File: src/rtl/hex_display_ctrl_if.sv
// Bundles the HEX display controller's data and control inputs with its segment output.
// The producer side drives value and control; the controller drives the segment pins.
interface hex_display_ctrl_if #(
    parameter int unsigned NUM_DIGITS = 4
) ();
    logic [4*NUM_DIGITS-1:0] data_in;
    logic                    load;
    logic                    enable;
    logic                    lz_blank;
    logic                    blink;
    logic [7*NUM_DIGITS-1:0] hex;

    modport master (
        output data_in,
        output load,
        output enable,
        output lz_blank,
        output blink,
        input  hex
    );

    modport slave (
        input  data_in,
        input  load,
        input  enable,
        input  lz_blank,
        input  blink,
        output hex
    );
endinterface

File: src/rtl/hex_display_ctrl.sv
// Multi-digit seven-segment driver: captures a packed hex value and drives active-low segments.
// Supports global enable, leading-zero blanking and counter-driven blinking; hex is registered.
module hex_display_ctrl #(
    parameter int unsigned NUM_DIGITS = 4,
    parameter int unsigned BLINK_DIV  = 25_000_000
) (
    input logic                 clk,
    input logic                 reset,
    hex_display_ctrl_if.slave   bus
);
    localparam int unsigned CNT_W = $clog2(BLINK_DIV);
    localparam logic [CNT_W-1:0] CNT_MAX = CNT_W'(BLINK_DIV - 1);
    localparam logic [6:0] SEG_BLANK = 7'b1111111;

    logic [4*NUM_DIGITS-1:0] data_reg;
    logic [CNT_W-1:0]        blink_cnt;
    logic                    phase;
    logic [7*NUM_DIGITS-1:0] hex_reg;
    logic [7*NUM_DIGITS-1:0] hex_next;

    function automatic logic [6:0] seg_decode(input logic [3:0] nib);
        logic [6:0] seg;
        seg = SEG_BLANK;
        case (nib)
            4'h0: seg = 7'b1000000;
            4'h1: seg = 7'b1111001;
            4'h2: seg = 7'b0100100;
            4'h3: seg = 7'b0110000;
            4'h4: seg = 7'b0011001;
            4'h5: seg = 7'b0010010;
            4'h6: seg = 7'b0000010;
            4'h7: seg = 7'b1111000;
            4'h8: seg = 7'b0000000;
            4'h9: seg = 7'b0010000;
            4'hA: seg = 7'b0001000;
            4'hB: seg = 7'b0000011;
            4'hC: seg = 7'b1000110;
            4'hD: seg = 7'b0100001;
            4'hE: seg = 7'b0000110;
            4'hF: seg = 7'b0001110;
            default: seg = SEG_BLANK;
        endcase
        return seg;
    endfunction

    // Walk from the most significant digit down, tracking whether everything so far was zero.
    always_comb begin
        logic       lead_zero;
        logic [3:0] nib;
        hex_next  = '1;
        lead_zero = 1'b1;
        nib       = 4'h0;
        for (int i = int'(NUM_DIGITS) - 1; i >= 0; i--) begin
            nib       = data_reg[4*i +: 4];
            lead_zero = lead_zero && (nib == 4'h0);
            if (!bus.enable || (bus.blink && phase)) begin
                hex_next[7*i +: 7] = SEG_BLANK;
            end else if (bus.lz_blank && lead_zero && (i > 0)) begin
                hex_next[7*i +: 7] = SEG_BLANK;
            end else begin
                hex_next[7*i +: 7] = seg_decode(nib);
            end
        end
    end

    always_ff @(posedge clk or negedge reset) begin
        if (!reset) begin
            data_reg  <= '0;
            blink_cnt <= '0;
            phase     <= 1'b0;
            hex_reg   <= '1;
        end else begin
            if (bus.load) begin
                data_reg <= bus.data_in;
            end
            if (!bus.blink) begin
                blink_cnt <= '0;
                phase     <= 1'b0;
            end else if (blink_cnt == CNT_MAX) begin
                blink_cnt <= '0;
                phase     <= ~phase;
            end else begin
                blink_cnt <= blink_cnt + 1'b1;
            end
            hex_reg <= hex_next;
        end
    end

    assign bus.hex = hex_reg;
endmodule

File: src/flat_wrapper.sv
// flat-port wrapper written by rule: the top's interface ports become plain ports
module hex_display_ctrl_flat 
#(
    parameter int unsigned NUM_DIGITS = 4,
    parameter int unsigned BLINK_DIV  = 25_000_000
)
  (clk, reset, bus_data_in, bus_load, bus_enable, bus_lz_blank, bus_blink, bus_hex);
  hex_display_ctrl_if #(.NUM_DIGITS(NUM_DIGITS)) bus_i ();
  input logic clk;
  input logic reset;
  input wire logic [$bits(bus_i.data_in)-1:0] bus_data_in;
  input wire logic [$bits(bus_i.load)-1:0] bus_load;
  input wire logic [$bits(bus_i.enable)-1:0] bus_enable;
  input wire logic [$bits(bus_i.lz_blank)-1:0] bus_lz_blank;
  input wire logic [$bits(bus_i.blink)-1:0] bus_blink;
  output wire logic [$bits(bus_i.hex)-1:0] bus_hex;
  assign bus_i.data_in = bus_data_in;
  assign bus_i.load = bus_load;
  assign bus_i.enable = bus_enable;
  assign bus_i.lz_blank = bus_lz_blank;
  assign bus_i.blink = bus_blink;
  assign bus_hex = bus_i.hex;
  hex_display_ctrl #(.NUM_DIGITS(NUM_DIGITS), .BLINK_DIV(BLINK_DIV)) u_core (.clk(clk), .reset(reset), .bus(bus_i));
endmodule
File: config.mk
export PLATFORM = sky130hd
export DESIGN_NAME = hex_display_ctrl_flat
export DESIGN_NICKNAME = d
export VERILOG_FILES = /design/src/rtl/hex_display_ctrl_if.sv /design/src/rtl/hex_display_ctrl.sv /design/src/flat_wrapper.sv
export SDC_FILE = /design/constraint.sdc
export NUM_CORES = 1
export LEC_CHECK = 0
export ABC_AREA = 1
export CAP_MARGIN = 20
export CORE_MARGIN = 2
export CORE_UTILIZATION = 25
export CTS_CLUSTER_SIZE = 14
export DETAILED_ROUTE_END_ITERATION = 8
export GPL_TIMING_DRIVEN = 0
export PLACE_DENSITY = 0.47
export SKIP_LAST_GASP = 1
export SYNTH_ARGS = -nofsm -noshare
export SYNTH_HDL_FRONTEND = slang
export SYNTH_SLANG_ARGS = --single-unit
File: constraint.sdc
create_clock -name clk -period 4.15 [get_ports clk]
set_clock_uncertainty 0.15 [all_clocks]
set_input_delay 0.6225 -clock clk [delete_from_list [all_inputs] [get_ports clk]]
set_output_delay 0.6225 -clock clk [all_outputs]
set_load 0.05 [all_outputs]
* Yosys cells after proc, flatten, opt, wreduce, memory -nomap -nowiden
Memories as Yosys holds them, arrays and structs flattened.
Cells that the tools add are included.
** Cells by class
- Add/subtract/negate cells :: 1
- Equality and inequality tests :: 2
- Muxes and demuxes :: 11
- Bitwise gates (word level) :: 1
- Reduce and logical (&&, ||, !) cells :: 11
** Operators by type and width (count)
- $mux W25 :: 2
- $mux W7 :: 7
- $add A25 B1 Y25 const B :: 1
- $eq A25 B25 Y1 const B :: 1
- $logic_not A4 Y1 :: 3
- $logic_and A1 B1 Y1 :: 6
- $mux W1 :: 2
- $ne A2 B1 Y1 const B :: 1
- $logic_not A1 Y1 :: 1
- $logic_or A1 B1 Y1 :: 1
- $not A1 Y1 :: 1
** Word-level totals
- Bits in registers :: 70
- Memory bits (read-only) :: 448
- Logic and storage cells :: 34
- Memories :: 4
** Memory list
- (name not given) :: depth 16, width 7, read ports 1, clocked after memory_dff 0, write ports 0, line hex_display_ctrl.sv:24 : case (nib)
- (name not given) :: depth 16, width 7, read ports 1, clocked after memory_dff 0, write ports 0, line hex_display_ctrl.sv:24
- (name not given) :: depth 16, width 7, read ports 1, clocked after memory_dff 0, write ports 0, line hex_display_ctrl.sv:24
- (name not given) :: depth 16, width 7, read ports 1, clocked after memory_dff 0, write ports 0, line hex_display_ctrl.sv:24

* Longest topological paths before layout
Gate-level depths: netlist of run 1.
- Depth in word-level cells :: 6
- Depth in mapped cells :: 9
- Gate-level depth less buffers :: 9

* Worst setup path before layout of run 1
Ideal clock, no wire load.
- Path kind :: input -> register
- From :: in bus_blink
- To :: reg u_core.hex_reg[26], in the netlist u_core.bus.hex[26]
- Library setup time :: 0.110 ns
- Arrival time :: 1.282 ns
- Slack :: 2.608 ns
- Stages :: 4
- Buffers on the path :: 0
- Cells stage by stage :: inv_2 > o21ai_4 > a31oi_2 > o311ai_0
** Between the ends
- Longest elaborated chain between the ends :: 3
** Ends and longest elaborated chain
- from (decl) :: line flat_wrapper.sv:15 : input wire logic [$bits(bus_i.blink)-1:0] bus_blink;
- $logic_and A1 B1 Y1 :: line hex_display_ctrl.sv:56 : if (!bus.enable || (bus.blink && phase)) begin
- $logic_or A1 B1 Y1 :: line hex_display_ctrl.sv:56
- $mux W7 :: line hex_display_ctrl.sv:56
- via u_core.hex_next[26] :: line hex_display_ctrl.sv:19 : logic [7*NUM_DIGITS-1:0] hex_next;
- to (signal assigned) :: line hex_display_ctrl.sv:85 : hex_reg <= hex_next;
- to (decl) :: line hex_display_ctrl.sv:18 : logic [7*NUM_DIGITS-1:0] hex_reg;
The timed path passes the listed nets, and every way through them passes these cells.
A chain may end at the register's enable or synchronous reset.

* Final worst setup path of run 1
- From :: reg u_core.hex_reg[2], in the netlist u_core.bus.hex[2]
- To :: out bus_hex[2]
** RTL lines
- to (decl) :: line flat_wrapper.sv:16 : output wire logic [$bits(bus_i.hex)-1:0] bus_hex;
No word-level cell between the ends.

==> out/summary.txt, run 1 <==
CP max-delay cell - clkdlybuf4s50_1
area grow syn2layout - 27.5%
initial antenna violation count - 0
post-route cell area - 0.00484 mm2
Total GRT Usage - 12.3%
Fillers - 1536
worst-path fanout max - 1
Post-synth EDFFs - 0
CTS buffer count - 9
layout cells sized above 1 - 12.4%
Die ar. - 0.0162 mm2
Initial Utilization - 25.2%
via/cell ratio - 4.48
Top Metal Used - met4
Clock transition at path regs - 0.06 ns
Worst VDD drop - 0.000161 V
CP Data Required Time - 3.38 ns
post-synthesis sequential area ratio - 47.1%
RSZ-0062 raised after global routing - no
HPWL Detailed - 6.81 mm
DR pass1 iterations - 4
most common cell after layout, fill and taps aside - nand2_1
Tot Pwr - 1.95 mW
ys flop type - dfrtp_1
Max-Cap Viols - 0
met1 wire length - 4.56 mm
Netlist cell types - 32
CP startpoint kind - register
Crit Path Class - register to primary output
Residual DRC - 0
max incr delay on CP - 0.80 ns
Tcrit/Tclk final - 58.7%
yosys warns - 0
Hold Crit Class - input port to async pin
num rows - 45
Pins Over Slew Limit - 0
largest net degree at the start of global routing - 42
Final Hold Viols - 0
clk_lat worst skew - 0.34 ns
async set-reset flop share out of synthesis - 100%
pwr dens - 403 mW/mm2
Nets - 567
Post-CTS Setup Bufs - 0
gpl congestion - 0.856
first-pass GRT wire length - 15.8 mm
Worst slew margin - 60.3%
Root Buffer - clkbuf_16
clk buf depth - 2
Initial DRC Count - 193
Detail Route Antenna Nets - 0
wire per inst - 12.8 um
H-tree depth - 3
setup_tns - 0 ns
Worst Path Arrival - 1.66 ns
Die H - 127 um
Final setup viols - 0
Die Wd - 127 um
status - finished, final reports clean
Core ar. - 0.0150 mm2
Synth Area per Inst - 8.23 um2
gr ovfl total - 0
Peak Freq - 410 MHz
routed wl met3 - 412 um
Setup WS post-layout - 1.71 ns
Cell Area, Synth - 0.00379 mm2
Hold-fix buffers, CTS - 0
pre-CTS setup slack - 1.76 ns
PortBufs - 49
final WL - 9.15 mm
Multi-input gate area - 0.00180 mm2
CTS tree - yes
critical-path cell list - clkdlybuf4s50_1
CP delay by family, top - buffers and inverters
number of flip-flops in the largest register - 28
cell area after placement - 0.00454 mm2
commonest non-fill, non-tap cells in the layout - 108 x nand2_1, 74 x nor2_1, 48 x clkdlybuf4s50_1
vias in the first global route - 3207
number of diodes - 0
clock sink count - 70
register area - 0.00179 mm2
io pins - 50
Hold Slack - 0.0681 ns
detailed-route via count - 3202
Pleak - 1.98 nW
Post-Syn Nets - 506
post-CTS sizing - 0
CP endpoint kind - primary output
cells after synthesis - 461
CP bufs+invs - 1
crit path time final - 2.44 ns
synthesis-stage register bit count - 70
met2 WL - 4.09 mm
worst-margin pin slew - 0.588 ns
[cells in the mapped netlist (6+ instances only)]
cell | count | area share, %
nand2_1 | 108 | 11
nor2_1 | 74 | 7.3
dfrtp_1 | 42 | 28
inv_1 | 42 | 4.2
nand3_1 | 33 | 4.4
dfstp_2 | 28 | 19
o21ai_0 | 27 | 3.6
ha_1 | 23 | 7.6
o211ai_1 | 11 | 2.2
nor3_1 | 10 | 1.3
clkbuf_1 | 8 | 0.79
xor2_1 | 7 | 1.6
a21oi_1 | 6 | 0.79
[kinds of logic (layout without fill, tap and decap cells)]
family	Yosys count	count (layout)	share of synthesized area, %
simple gates	245	245	27.8
fa+ha+maj	23	23	7.58
xor+xnor	12	12	2.77
compound gates	56	56	9.17
buf+inv	55	120	5.60
flops	70	70	47.1
[final cells by class]
type	instances	share of cell area, %
buffer	11	0.982
clock buffer	12	5.30
clock inverter	3	0.931
inverter	44	3.41
multi-input combinational	336	37.1
sequential	70	36.9
tap	188	4.86
timing repair buffer	50	10.5
[worst paths after layout]
check | from | end | slack [ns] | depth (start not counted)
max | u_core.bus.hex[2] | bus_hex[2] | 1.71 | 1
min | reset | u_core.data_reg[3] | 0.07 | 1
max reg2reg | u_core.blink_cnt[0] | u_core.blink_cnt[18] | 2.38 | 7
min reg2reg | u_core.blink_cnt[0] | u_core.blink_cnt[0] | 0.36 | 1
max in group asynchronous | reset | u_core.bus.hex[17] | 3.17 | 2
min in group clk | u_core.blink_cnt[0] | u_core.blink_cnt[0] | 0.36 | 1
[per-stage QoR]
| step | util (%) | cells |
|---|---|---|
| 2_1_floorplan | - | 461 |
| 3_3_place_gp | 30.1 | 698 |
| 3_5_place_dp | 30.2 | 699 |
| 4_1_cts | 32.2 | 714 |
| 5_1_grt | 32.2 | 714 |
| 6_report | 32.2 | 714 |
[routing by layer]
layer | vias up | global-route usage (%)
li1 | 1613 | -
met1 | 1518 | 16.9
met2 | 63 | 18.6
met3 | 8 | 3.56
met4 | 0 | 4.07
met5 | - | 0
[power by group]
group          internal [mW]  total, mW  switching (mW)  leakage (nW)
sequential             0.752      0.778          0.0256         0.850
clock                  0.495      0.783           0.288         0.141
combinational          0.127      0.388           0.261         0.990
Power figures use the tool's default switching activity.
==> inputs of run 2 (changes only) <==
==> constraint.sdc (replaced) <==
create_clock -name clk -period 2.46 [get_ports clk]
set_clock_uncertainty 0.15 [all_clocks]
set_input_delay 0.369 -clock clk [delete_from_list [all_inputs] [get_ports clk]]
set_output_delay 0.369 -clock clk [all_outputs]
set_load 0.05 [all_outputs]
==> run 2 against run 1 <==
Final cell count is 0.14% higher. Routed wire length barely moved. Die area stayed put. Combinational power is 69% higher. Sequential share of layout area shrank 0.076 points. Clock-buffer cell count did not move. Sequential power increased by 68%. Worst setup slack worse by 1.4 ns. Via count up 0.16%. Critical endpoint unchanged. Largest cell class unchanged.
==> out/summary.txt, run 2 (same netlist as run 1, synthesis figures left out) <==
clk_lat worst skew - 0.34 ns
flop-to-flop setup slack - 0.69 ns
clk buf depth - 2
Tcrit/Tclk final - 88.7%
Die ar. - 0.0162 mm2
clock sink count - 70
detailed-route via count - 3207
hold path depth - 1
Hold Slack - 0.355 ns
RR Endpoint - u_core.blink_cnt[18]
H-tree depth - 3
CP bufs+invs - 1
Worst VDD drop - 0.000271 V
Residual DRC - 0
RSZ-0062 raised after global routing - no
CP Data Required Time - 1.94 ns
Reg2Reg Depth - 7
CTS buffer count - 9
worst-path fanout max - 1
Total GRT Usage - 12.3%
Root Buffer - clkbuf_16
HPWL Detailed - 6.81 mm
Nets - 568
crit path time final - 2.18 ns
vias in the first global route - 3210
Worst Path Arrival - 1.66 ns
CP delay by family, top - buffers and inverters
via/cell ratio - 4.49
Crit Path Class - register to primary output
reg2reg start - u_core.blink_cnt[0]
number of diodes - 0
status - finished, final reports clean
io pins - 50
min-delay src - u_core.blink_cnt[0]
Initial Utilization - 25.2%
num rows - 45
post-CTS sizing - 0
Multi-input gate area - 0.00180 mm2
Final setup viols - 0
CTS tree - yes
Min-Delay Endpoint - u_core.blink_cnt[0]
wire per inst - 12.8 um
PortBufs - 49
Clock transition at path regs - 0.06 ns
Fillers - 1535
worst-margin pin slew - 0.588 ns
Worst slew margin - 60.3%
area grow syn2layout - 27.8%
Detail Route Antenna Nets - 0
Peak Freq - 458 MHz
CP max-delay cell - clkdlybuf4s50_1
CP endpoint kind - primary output
Die H - 127 um
Hold-fix buffers, CTS - 1
final cell count without fillers - 715
critical-path cell list - clkdlybuf4s50_1
initial antenna violation count - 0
DR pass1 iterations - 4
Max-Cap Viols - 0
Pins Over Slew Limit - 0
Final Hold Viols - 0
CP startpoint kind - register
Die Wd - 127 um
Core ar. - 0.0150 mm2
number of flip-flops in the largest register - 28
commonest non-fill, non-tap cells in the layout - 108 x nand2_1, 74 x nor2_1, 48 x clkdlybuf4s50_1
Hold Crit Class - register to register
max incr delay on CP - 0.80 ns
placed cells - 699
Post-CTS Setup Bufs - 0
largest net degree at the start of global routing - 42
register area - 0.00179 mm2
pwr dens - 678 mW/mm2
final WL - 9.15 mm
layout cells sized above 1 - 12.3%
Initial DRC Count - 215
gpl congestion - 0.856
gr ovfl total - 0
first-pass GRT wire length - 15.8 mm
Pleak - 1.99 nW
most common cell after layout, fill and taps aside - nand2_1
## run 2: cell types whose count changed in the layout (fill, tap and decap cells not counted)
cell,change
dlygate4sd3_1,+1
## run 2: stage by stage
step	TNS, ns	power (mW)	utilization [%]	setup slack, ns	area [um2]
after floorplan	0	1.75	-	0.955	3790
after global placement	-94.65	1.98	30.1	-1.70	4520
after detailed placement	0	1.99	30.2	0.323	4540
after CTS	0	3.34	32.3	0.255	4850
after global routing	0	3.47	32.3	0.233	4850
final	0	3.29	32.3	0.277	4850
## run 2: worst max-delay path by stage
| stage | startpoint | end | cells after the start |
|---|---|---|---|
| 2_1_floorplan | u_core.blink_cnt[0] | u_core.blink_cnt[11] | 7 |
| 3_3_place_gp | reset | u_core.data_reg[10] | 1 |
| 3_5_place_dp | bus_blink | u_core.bus.hex[26] | 5 |
| 4_1_cts | u_core.bus.hex[12] | bus_hex[12] | 1 |
| 5_1_grt | u_core.bus.hex[12] | bus_hex[12] | 1 |
| 6_report | u_core.bus.hex[2] | bus_hex[2] | 1 |
## run 2: power by group
part / leakage [nW] / switching, mW / internal, mW / total, mW
combinational: 0.994 / 0.440 / 0.216 / 0.656
sequential: 0.850 / 0.0432 / 1.27 / 1.31
clock: 0.141 / 0.486 / 0.834 / 1.32
total: 1.99 / 0.970 / 2.32 / 3.29
## run 2: worst reg2reg max path, delay by kind of cell, from the launching register on
family / cells / cell delay, ns
adders and majority gates: 1 / 0.21
AOI/OAI and AO/OA: 1 / 0.18
and+or+nand+nor: 4 / 0.50
buffers and inverters: 1 / 0.22
DFF: 1 / 0.39
## run 2: layer usage
layer  GRT usage, %  up-vias  share of wire [%]
met5              0        -                  0
met1           16.9     1521                 50
li1               -     1615                  -
met2           18.6       63                 45
met3           3.60        8                4.6
met4           4.07        0                1.0
## run 2: layout make-up
cell class,count,area share [%]
Multi-Input combinational cell,336,37.0
Sequential cell,70,36.8
Timing Repair Buffer,51,10.7
Clock buffer,12,5.29
Tap cell,188,4.85
Inverter,44,3.41
Buffer,11,0.980
Clock inverter,3,0.929
==> inputs of run 3 (changes only) <==
--- a/config.mk
+++ b/config.mk
@@ -12,7 +12,7 @@
 export CTS_CLUSTER_SIZE = 14
 export DETAILED_ROUTE_END_ITERATION = 8
 export GPL_TIMING_DRIVEN = 0
-export PLACE_DENSITY = 0.47
+export PLACE_DENSITY = 0.49
 export SKIP_LAST_GASP = 1
 export SYNTH_ARGS = -nofsm -noshare
 export SYNTH_HDL_FRONTEND = slang
==> constraint.sdc (replaced) <==
create_clock -name clk -period 1.91 [get_ports clk]
set_clock_uncertainty 0.15 [all_clocks]
set_input_delay 0.2865 -clock clk [delete_from_list [all_inputs] [get_ports clk]]
set_output_delay 0.2865 -clock clk [all_outputs]
set_load 0.01 [all_outputs]
==> run 3 against run 2 <==
Sequential share of layout area down 0.18 points. Worst hold slack worse by 0.013 ns. Register-to-register slack worse by 0.49 ns. Die area unchanged. Combinational power down 3.4%. Via count up 1.2%. Non-clock buffer count up 2. Core utilization up 0.16 points. Critical path type unchanged.
==> out/summary.txt, run 3 (same netlist as run 1, synthesis figures left out) <==
Root Buffer - clkbuf_16
CTS buffer count - 9
commonest non-fill, non-tap cells in the layout - 108 x nand2_1, 74 x nor2_1, 48 x clkdlybuf4s50_1
first-pass GRT wire length - 15.4 mm
Worst slew margin - 72.8%
layout cells sized above 1 - 12.6%
status - finished, final reports clean
Worst Path Arrival - 1.43 ns
vias in the first global route - 3201
setup_tns - 0 ns
gpl congestion - 0.885
flop-to-flop setup slack - 0.20 ns
RR Endpoint - u_core.blink_cnt[2]
CP bufs+invs - 1
CP delay by family, top - flip-flops
CP endpoint kind - primary output
Pleak - 2.00 nW
gr ovfl total - 0
Crit Path Class - register to primary output
Die H - 127 um
number of diodes - 0
Reg2Reg Depth - 8
Initial DRC Count - 154
final cell count without fillers - 718
Peak Freq - 537 MHz
H-tree depth - 3
post-CTS sizing - 0
Detail Route Antenna Nets - 0
PortBufs - 49
CTS tree - yes
worst-path fanout max - 1
critical-path cell list - clkdlybuf4s50_1
Final Hold Viols - 0
Die ar. - 0.0162 mm2
Die Wd - 127 um
Tot Pwr - 4.03 mW
clock sink count - 70
max incr delay on CP - 0.54 ns
HPWL Detailed - 6.81 mm
Setup WS post-layout - 0.0481 ns
initial antenna violation count - 0
Residual DRC - 0
Total GRT Usage - 12.2%
final WL - 9.21 mm
pre-CTS setup slack - -0.0570 ns
placed cells - 699
clk_lat worst skew - 0.35 ns
detailed-route via count - 3247
largest net degree at the start of global routing - 71
RSZ-0062 raised after global routing - no
clk buf depth - 2
CP startpoint kind - register
Max-Cap Viols - 0
pwr dens - 828 mW/mm2
worst-margin pin slew - 0.409 ns
io pins - 50
Hold Crit Class - input port to async pin
Worst VDD drop - 0.000436 V
reg2reg start - u_core.blink_cnt[0]
Initial Utilization - 25.2%
number of flip-flops in the largest register - 28
via/cell ratio - 4.52
crit path time final - 1.86 ns
Clock transition at path regs - 0.06 ns
DR pass1 iterations - 6
Pins Over Slew Limit - 0
CP max-delay cell - dfstp_2
CP Data Required Time - 1.47 ns
Final setup viols - 0
Core ar. - 0.0150 mm2
Tcrit/Tclk final - 97.5%
num rows - 45
most common cell after layout, fill and taps aside - nand2_1
Nets - 570
wire per inst - 12.8 um
area grow syn2layout - 28.4%
[run 3: cell count changes in the layout (fill, tap and decap cells not counted)]
cell        previous run  this run
buf_4                  2         4
clkinvlp_4             2         1
buf_16                 0         1
clkinv_2               0         1
buf_12                 1         0
clkbuf_1               9        10
[run 3: how the worst max path moves through the flow]
| stage | slack, ns | end | from | depth (start not counted) |
|---|---|---|---|---|
| after floorplan | 0.40 | u_core.blink_cnt[11] | u_core.blink_cnt[0] | 7 |
| after global placement | -2.09 | u_core.data_reg[1] | reset | 1 |
| final | 0.05 | bus_hex[20] | u_core.bus.hex[20] | 1 |
| after global routing | 0.02 | bus_hex[2] | u_core.bus.hex[2] | 1 |
| after CTS | 0.03 | bus_hex[20] | u_core.bus.hex[20] | 1 |
| after detailed placement | -0.06 | u_core.bus.hex[11] | bus_blink | 6 |
[run 3: report_power, final]
group	switching [mW]	internal (mW)
logic	0.353	0.281
clock network	0.627	1.08
registers	0.0590	1.63
total	1.04	3.00
[run 3: worst register-to-register path: stages, from the launching register on]
cell and delay [ns]:
dfrtp_1 0.41, ha_1 0.23, nand2_2 0.12, nor2_4 0.05
nand3_1 0.08, nor2_1 0.07, nor2_2 0.32, nand2_1 0.10
nor2_1 0.10
[run 3: cell type report]
type	instances	area, um2
multi-input cells	336	1800
clock buffers	13	260
flip-flops and latches	70	1790
repair buffers	53	541
fillers	1559	10200
clock inverters	3	42.5
plain buffers	11	47.5
well taps	188	235
inverters	44	165
[run 3: through the flow]
| step | util, % | hold WS (ns) | instance area, um2 |
|---|---|---|---|
| 6_report | 32.4 | 0.342 | 4870 |
| 4_1_cts | 32.3 | 0.341 | 4860 |
| 2_1_floorplan | - | -0.159 | 3790 |
| 3_5_place_dp | 30.2 | 0.184 | 4550 |
| 3_3_place_gp | 30.1 | 0.327 | 4520 |
| 5_1_grt | 32.4 | 0.367 | 4870 |
[run 3: repair_timing]
action	in CTS	in global routing
setup endpoints to repair	0	10
buffers inserted	0	2
hold buffers	1	0
endpoints found under the hold margin	42	0
[run 3: per-layer routing]
layer,share of wire (%),vias up,GRT usage [%]
li1,-,1615,-
met1,46,1534,15.2
met2,46,77,19.3
met3,5.3,21,3.94
met4,2.6,0,5.88
met5,0,-,0
